`src/rtl/spi_master_tx.sv`:
```
// SPI mode-0 transmit-only master. Sends one 32-bit word MSB first per
// transaction. The word frame is SETUP, then 32 HIGH/LOW pairs, then GAP,
// and every phase lasts CLK_DIV clk cycles. Every output comes straight
// from a flop. Each flop is loaded from the next-state decode, so the
// outputs always match the state that is being entered.
module spi_master_tx #(
   parameter int CLK_DIV = 4
) (
   input  logic        clk,
   input  logic        reset,
   input  logic        tx_valid,
   input  logic [31:0] tx_data,
   output logic        tx_ready,
   output logic        busy,
   output logic        done,
   output logic        SCK,
   output logic        SSEL,
   output logic        MOSI
);

   generate
      if (CLK_DIV < 4 || CLK_DIV > 255) begin : g_bad_clk_div
         $error("spi_master_tx: CLK_DIV must be within 4..255");
      end
   endgenerate

   localparam logic [7:0] DIV_LAST = 8'(CLK_DIV - 1);

   typedef enum logic [2:0] {
      S_IDLE,
      S_SETUP,
      S_HIGH,
      S_LOW,
      S_GAP
   } state_t;

   state_t      r_state;
   logic [7:0]  r_div;
   logic [4:0]  r_bit;
   logic [31:0] r_shift;
   logic        r_tx_ready;
   logic        r_busy;
   logic        r_done;
   logic        r_sck;
   logic        r_ssel;
   logic        r_mosi;

   state_t      w_state_next;
   logic [7:0]  w_div_next;
   logic [4:0]  w_bit_next;
   logic [31:0] w_shift_next;
   logic        w_tx_ready_next;
   logic        w_busy_next;
   logic        w_done_next;
   logic        w_sck_next;
   logic        w_ssel_next;
   logic        w_mosi_next;
   logic        w_phase_end;

   assign w_phase_end = (r_div == DIV_LAST);

   // Compute the next state, the counters and the registered output values.
   always_comb begin
      w_state_next = r_state;
      w_div_next   = r_div;
      w_bit_next   = r_bit;
      w_shift_next = r_shift;

      // Every state except IDLE times out after CLK_DIV cycles.
      if (r_state != S_IDLE) begin
         w_div_next = w_phase_end ? 8'd0 : r_div + 8'd1;
      end

      case (r_state)
         S_IDLE: begin
            w_div_next = 8'd0;
            // A word is accepted only when tx_ready is visible.
            // After reset, this keeps the first IDLE cycle closed.
            if (tx_valid && r_tx_ready) begin
               w_state_next = S_SETUP;
               w_shift_next = tx_data;
               w_bit_next   = 5'd31;
            end
         end
         S_SETUP: begin
            if (w_phase_end) begin
               w_state_next = S_HIGH;
            end
         end
         S_HIGH: begin
            if (w_phase_end) begin
               w_state_next = S_LOW;
               // Present the next bit as SCK falls. After bit 0, hold it
               // so that the final LOW phase acts as SSEL hold time.
               if (r_bit != 5'd0) begin
                  w_shift_next = {r_shift[30:0], 1'b0};
               end
            end
         end
         S_LOW: begin
            if (w_phase_end) begin
               if (r_bit == 5'd0) begin
                  w_state_next = S_GAP;
               end else begin
                  w_state_next = S_HIGH;
                  w_bit_next   = r_bit - 5'd1;
               end
            end
         end
         S_GAP: begin
            if (w_phase_end) begin
               w_state_next = S_IDLE;
            end
         end
         default: begin
            w_state_next = S_IDLE;
            w_div_next   = 8'd0;
         end
      endcase

      w_tx_ready_next = (w_state_next == S_IDLE);
      w_busy_next     = (w_state_next != S_IDLE);
      w_done_next     = (w_state_next == S_GAP) && (r_state != S_GAP);
      w_sck_next      = (w_state_next == S_HIGH);
      w_ssel_next     = !((w_state_next == S_SETUP) || (w_state_next == S_HIGH) ||
                          (w_state_next == S_LOW));
      w_mosi_next     = w_ssel_next ? 1'b0 : w_shift_next[31];
   end

   // State, counters and outputs. Reset forces an idle, deselected bus.
   always_ff @(posedge clk) begin
      if (reset) begin
         r_state    <= S_IDLE;
         r_div      <= 8'd0;
         r_bit      <= 5'd0;
         r_shift    <= 32'd0;
         r_tx_ready <= 1'b0;
         r_busy     <= 1'b0;
         r_done     <= 1'b0;
         r_sck      <= 1'b0;
         r_ssel     <= 1'b1;
         r_mosi     <= 1'b0;
      end else begin
         r_state    <= w_state_next;
         r_div      <= w_div_next;
         r_bit      <= w_bit_next;
         r_shift    <= w_shift_next;
         r_tx_ready <= w_tx_ready_next;
         r_busy     <= w_busy_next;
         r_done     <= w_done_next;
         r_sck      <= w_sck_next;
         r_ssel     <= w_ssel_next;
         r_mosi     <= w_mosi_next;
      end
   end

   assign tx_ready = r_tx_ready;
   assign busy     = r_busy;
   assign done     = r_done;
   assign SCK      = r_sck;
   assign SSEL     = r_ssel;
   assign MOSI     = r_mosi;

endmodule

```
`config.mk`:
```
export PLATFORM = sky130hd
export DESIGN_NAME = spi_master_tx
export DESIGN_NICKNAME = d
export VERILOG_FILES = /design/src/rtl/spi_master_tx.sv
export SDC_FILE = /design/constraint.sdc
export NUM_CORES = 1
export LEC_CHECK = 0
export ABC_AREA = 1
export BUFFER_PORTS_ARGS = -buffer_cell sky130_fd_sc_hd__buf_2
export CORE_MARGIN = 2
export CORE_UTILIZATION = 57
export DETAILED_ROUTE_END_ITERATION = 10
export HOLD_SLACK_MARGIN = 0.15
export PLACE_DENSITY = 0.81
export SLEW_MARGIN = 15
export SYNTH_ARGS = -nofsm -noshare
export SYNTH_HDL_FRONTEND = slang
export SYNTH_SLANG_ARGS = --single-unit
export TNS_END_PERCENT = 50
```
`constraint.sdc`:
```
create_clock -name clk -period 2 [get_ports clk]
set_input_delay 0.2 -clock clk [delete_from_list [all_inputs] [get_ports clk]]
set_output_delay 0.2 -clock clk [all_outputs]
set_load 0.05 [all_outputs]
```
==> impl_metrics.py <==
metrics = {
    "status": {
        "status": "finished clean",
    },
    "sta": {
        "fin_skew_ns": 0.00904,
        "period_needed_ns": 1.80,
        "period_share_pct": 89.9,
        "tightest_slew_ns": 0.473,
        "max-slew-margin-rel_pct": 68.1,
        "setup_tns_ns": 0,
        "rsz0062_at_grt": "no",
        "hold_viol": 0,
        "setup_viol": 0,
        "fmax_mhz": 556,
        "maxSlewViolCount": 0,
        "worst_slack_ns": 0.202,
    },
    "global_route": {
        "grt_usage_pct": 22.8,
        "antenna_found_initial": 0,
        "grt_max_degree": 50,
        "gr-total-overflow": 0,
        "grt_pass1_wl_microns": 10200,
        "grt_pass1_vias": 2424,
    },
    "yosys": {
        "synth.top_cell.area_share_pct": 37.5,
        "syn_avg_cell_area_sq_um": 6.07,
        "synth_cells": 475,
        "synth_xor_area_share_pct": 0.911,
        "synth_top_family_by_area": "simple AND/OR/NAND/NOR gates",
        "synth.area.top_cells": "dfxtp_1 (37%), nand2_1 (23%), nor2_1 (11%), nand3_1 (8.2%), inv_1 (7.4%)",
        "ys_seq_area_share_pct": 37.5,
        "synth_fa_ha_area_share_pct": 1.30,
        "synth_seq_cells": 54,
        "ys_types": 26,
        "synth_nets": 513,
        "synth_compound_area_share_pct": 2.86,
        "synthMuxAreaShare_pct": 0,
        "syn_area_sq_um": 2880,
        "yosysTopAreaCell": "dfxtp_1",
        "yosysWarnings": 0,
        "synth_simple_gate_area_share_pct": 46.1,
    },
    "final_layout": {
        "antennaDiodeCount": 0,
        "nFillCells": 444,
        "fin_area_sq_um": 3250,
        "drive_above_1_share_pct": 12.3,
        "layout_commonest_cell": "nand2_1",
        "nets": 548,
        "layout_common_cells": "nand2_1 (174), nor2_1 (81), inv_1 (57), dfxtp_1 (54), nand3_1 (47)",
        "syn_to_final_growth_pct": 12.8,
    },
    "detailed_routing": {
        "drc": 0,
        "dr.pass1.iters": 5,
        "drt_iter0_drc": 160,
        "ant_nets": 0,
        "post_drt_wl_per_cell_microns": 10.6,
        "via_per_inst": 4.90,
        "via_count": 2835,
        "drt_wl_total_microns": 6130,
    },
    "clock_network": {
        "clk_pin_slew_ns": 0.10,
        "clock_sinks": 54,
        "h-tree-depth": 2,
        "cts_tree": "built",
        "cts-root-buf": "clkbuf_8",
        "clock_latency_ns": 0.31,
        "cts_buffers": 5,
        "clockBufferDepth": 2,
        "post_cts_resize_count": 0,
    },
    "critical_path": {
        "cp-start-kind": "flip-flop",
        "end_kind": "flip-flop",
        "critPathArrivalTime_ns": 2.00,
        "cp_max_fo": 33,
        "crit_type": "flip-flop to flip-flop",
        "crit_required_ns": 2.20,
    },
    "place": {
        "dp_hpwl_microns": 4150,
        "place_ws_ns": 0.196,
        "finalWeightedCongestion": 0.928,
        "placed_area_sq_um": 3150,
        "portBuffers": 40,
    },
    "floorplanning": {
        "core.rowCount": 25,
        "die_w_microns": 75.1,
        "die_area_sq_um": 5640,
        "core_area_sq_um": 4790,
        "start_util_pct": 60.3,
        "die_y_microns": 75.1,
        "ios": 41,
    },
    "power": {
        "power_density_nw_per_um2": 722,
        "p_leak_uw": 0.00170,
        "ir_drop_uv": 438,
    },
    "run": {
        "maxCapViolations": 0,
    },
    "worst_hold_path": {
        "min_path_type": "input pin to flip-flop",
    },
}
what timing repair did:
action	4_1_cts	5_1_grt
setup buffers	0	0
endpoints found under the hold margin	1	0
hold buffers	1	0
flip-flops by register name, summed over array words and instances (netlist names):
| signal | count |
|---|---|
| SSEL | 1 |
| tx_ready | 1 |
| r_bit | 5 |
| SCK | 1 |
| busy | 1 |
| r_div | 8 |
| r_shift | 32 |
| MOSI | 1 |
| r_state | 3 |
| done | 1 |
power breakdown:
group	internal, uW	switching, uW
logic	181	320
registers	1160	46.3
clock network	279	358
total	1620	725
through the flow:
stage / cells / hold slack [ns] / utilization, % / total power (uW)
after floorplan: 475 / 0.348 / - / 1610
after global placement: 569 / 0.455 / 65.8 / 1710
after detailed placement: 569 / 0.472 / 65.8 / 1730
after CTS: 578 / 0.173 / 68.0 / 2370
after global routing: 578 / 0.201 / 68.0 / 2480
final: 578 / 0.184 / 68.0 / 2350
per-layer routing:
metal / track usage (%) / wire (microns) / share of wire, %
met3: 4.55 / 335 / 5.5
met1: 29.8 / 2910 / 47
met4: 5.65 / 72 / 1.2
met2: 38.7 / 2810 / 46
met5: 0 / 0 / 0
critical path, cell delays in order (launching register included):
cell     delay (ns)
dfxtp_1        0.31
inv_1          0.14
ha_1           0.18
inv_1          0.04
nor2_1         0.11
nand2_1        0.08
buf_4          0.26
a21oi_1        0.16
nand3_1        0.14
o21ai_1        0.22
nand2_1        0.07
final timing paths:
path	from	end	slack, ns	cells after the start
max	r_bit[0]	busy	0.20	10
min	reset	r_bit[3]	0.18	2
max reg2reg	r_bit[0]	busy	0.20	10
min reg2reg	r_div[7]	r_div[7]	0.48	2
cell type report:
| cell class | instances | area (sq um) | area share (%) |
|---|---|---|---|
| Multi-Input combinational cell | 343 | 1480 | 45.5 |
| Sequential cell | 54 | 1080 | 33.2 |
| Timing Repair Buffer | 47 | 293 | 9.00 |
| Inverter | 59 | 221 | 6.81 |
| Tap cell | 67 | 83.8 | 2.58 |
| Clock buffer | 6 | 82.6 | 2.54 |
| Clock inverter | 2 | 12.5 | 0.385 |
cell families (layout without fill, tap and decap cells):
logic type,count (synthesis),after routing
AND/OR/NAND/NOR,321,321
AO/OA/AOI/OAI,16,16
buffers and inverters,78,114
adder cells (fa/ha/maj),3,3
XOR/XNOR,3,3
flip-flops,54,54
synth_stat cells:
library cell  count
inv_1            57
buf_2             9
nor3_1            6
clkinv_1          1
nand2_4           1
dfxtp_1          54
inv_2             1
nand2_2           2
clkbuf_1          7
ha_1              3
xor2_1            2
xnor2_1           1
o21ai_1           1
nor2_1           82
o21ai_0           4
nand2_1         174
nand3_4           1
nand4_1           3
nand3_1          47
or2_2             1
buf_6             3
nor3b_1           1
nor2_4            2
a22oi_1           1
nand3b_1          1
a21oi_1          10
No activity file was read; power rests on OpenSTA's default activity.
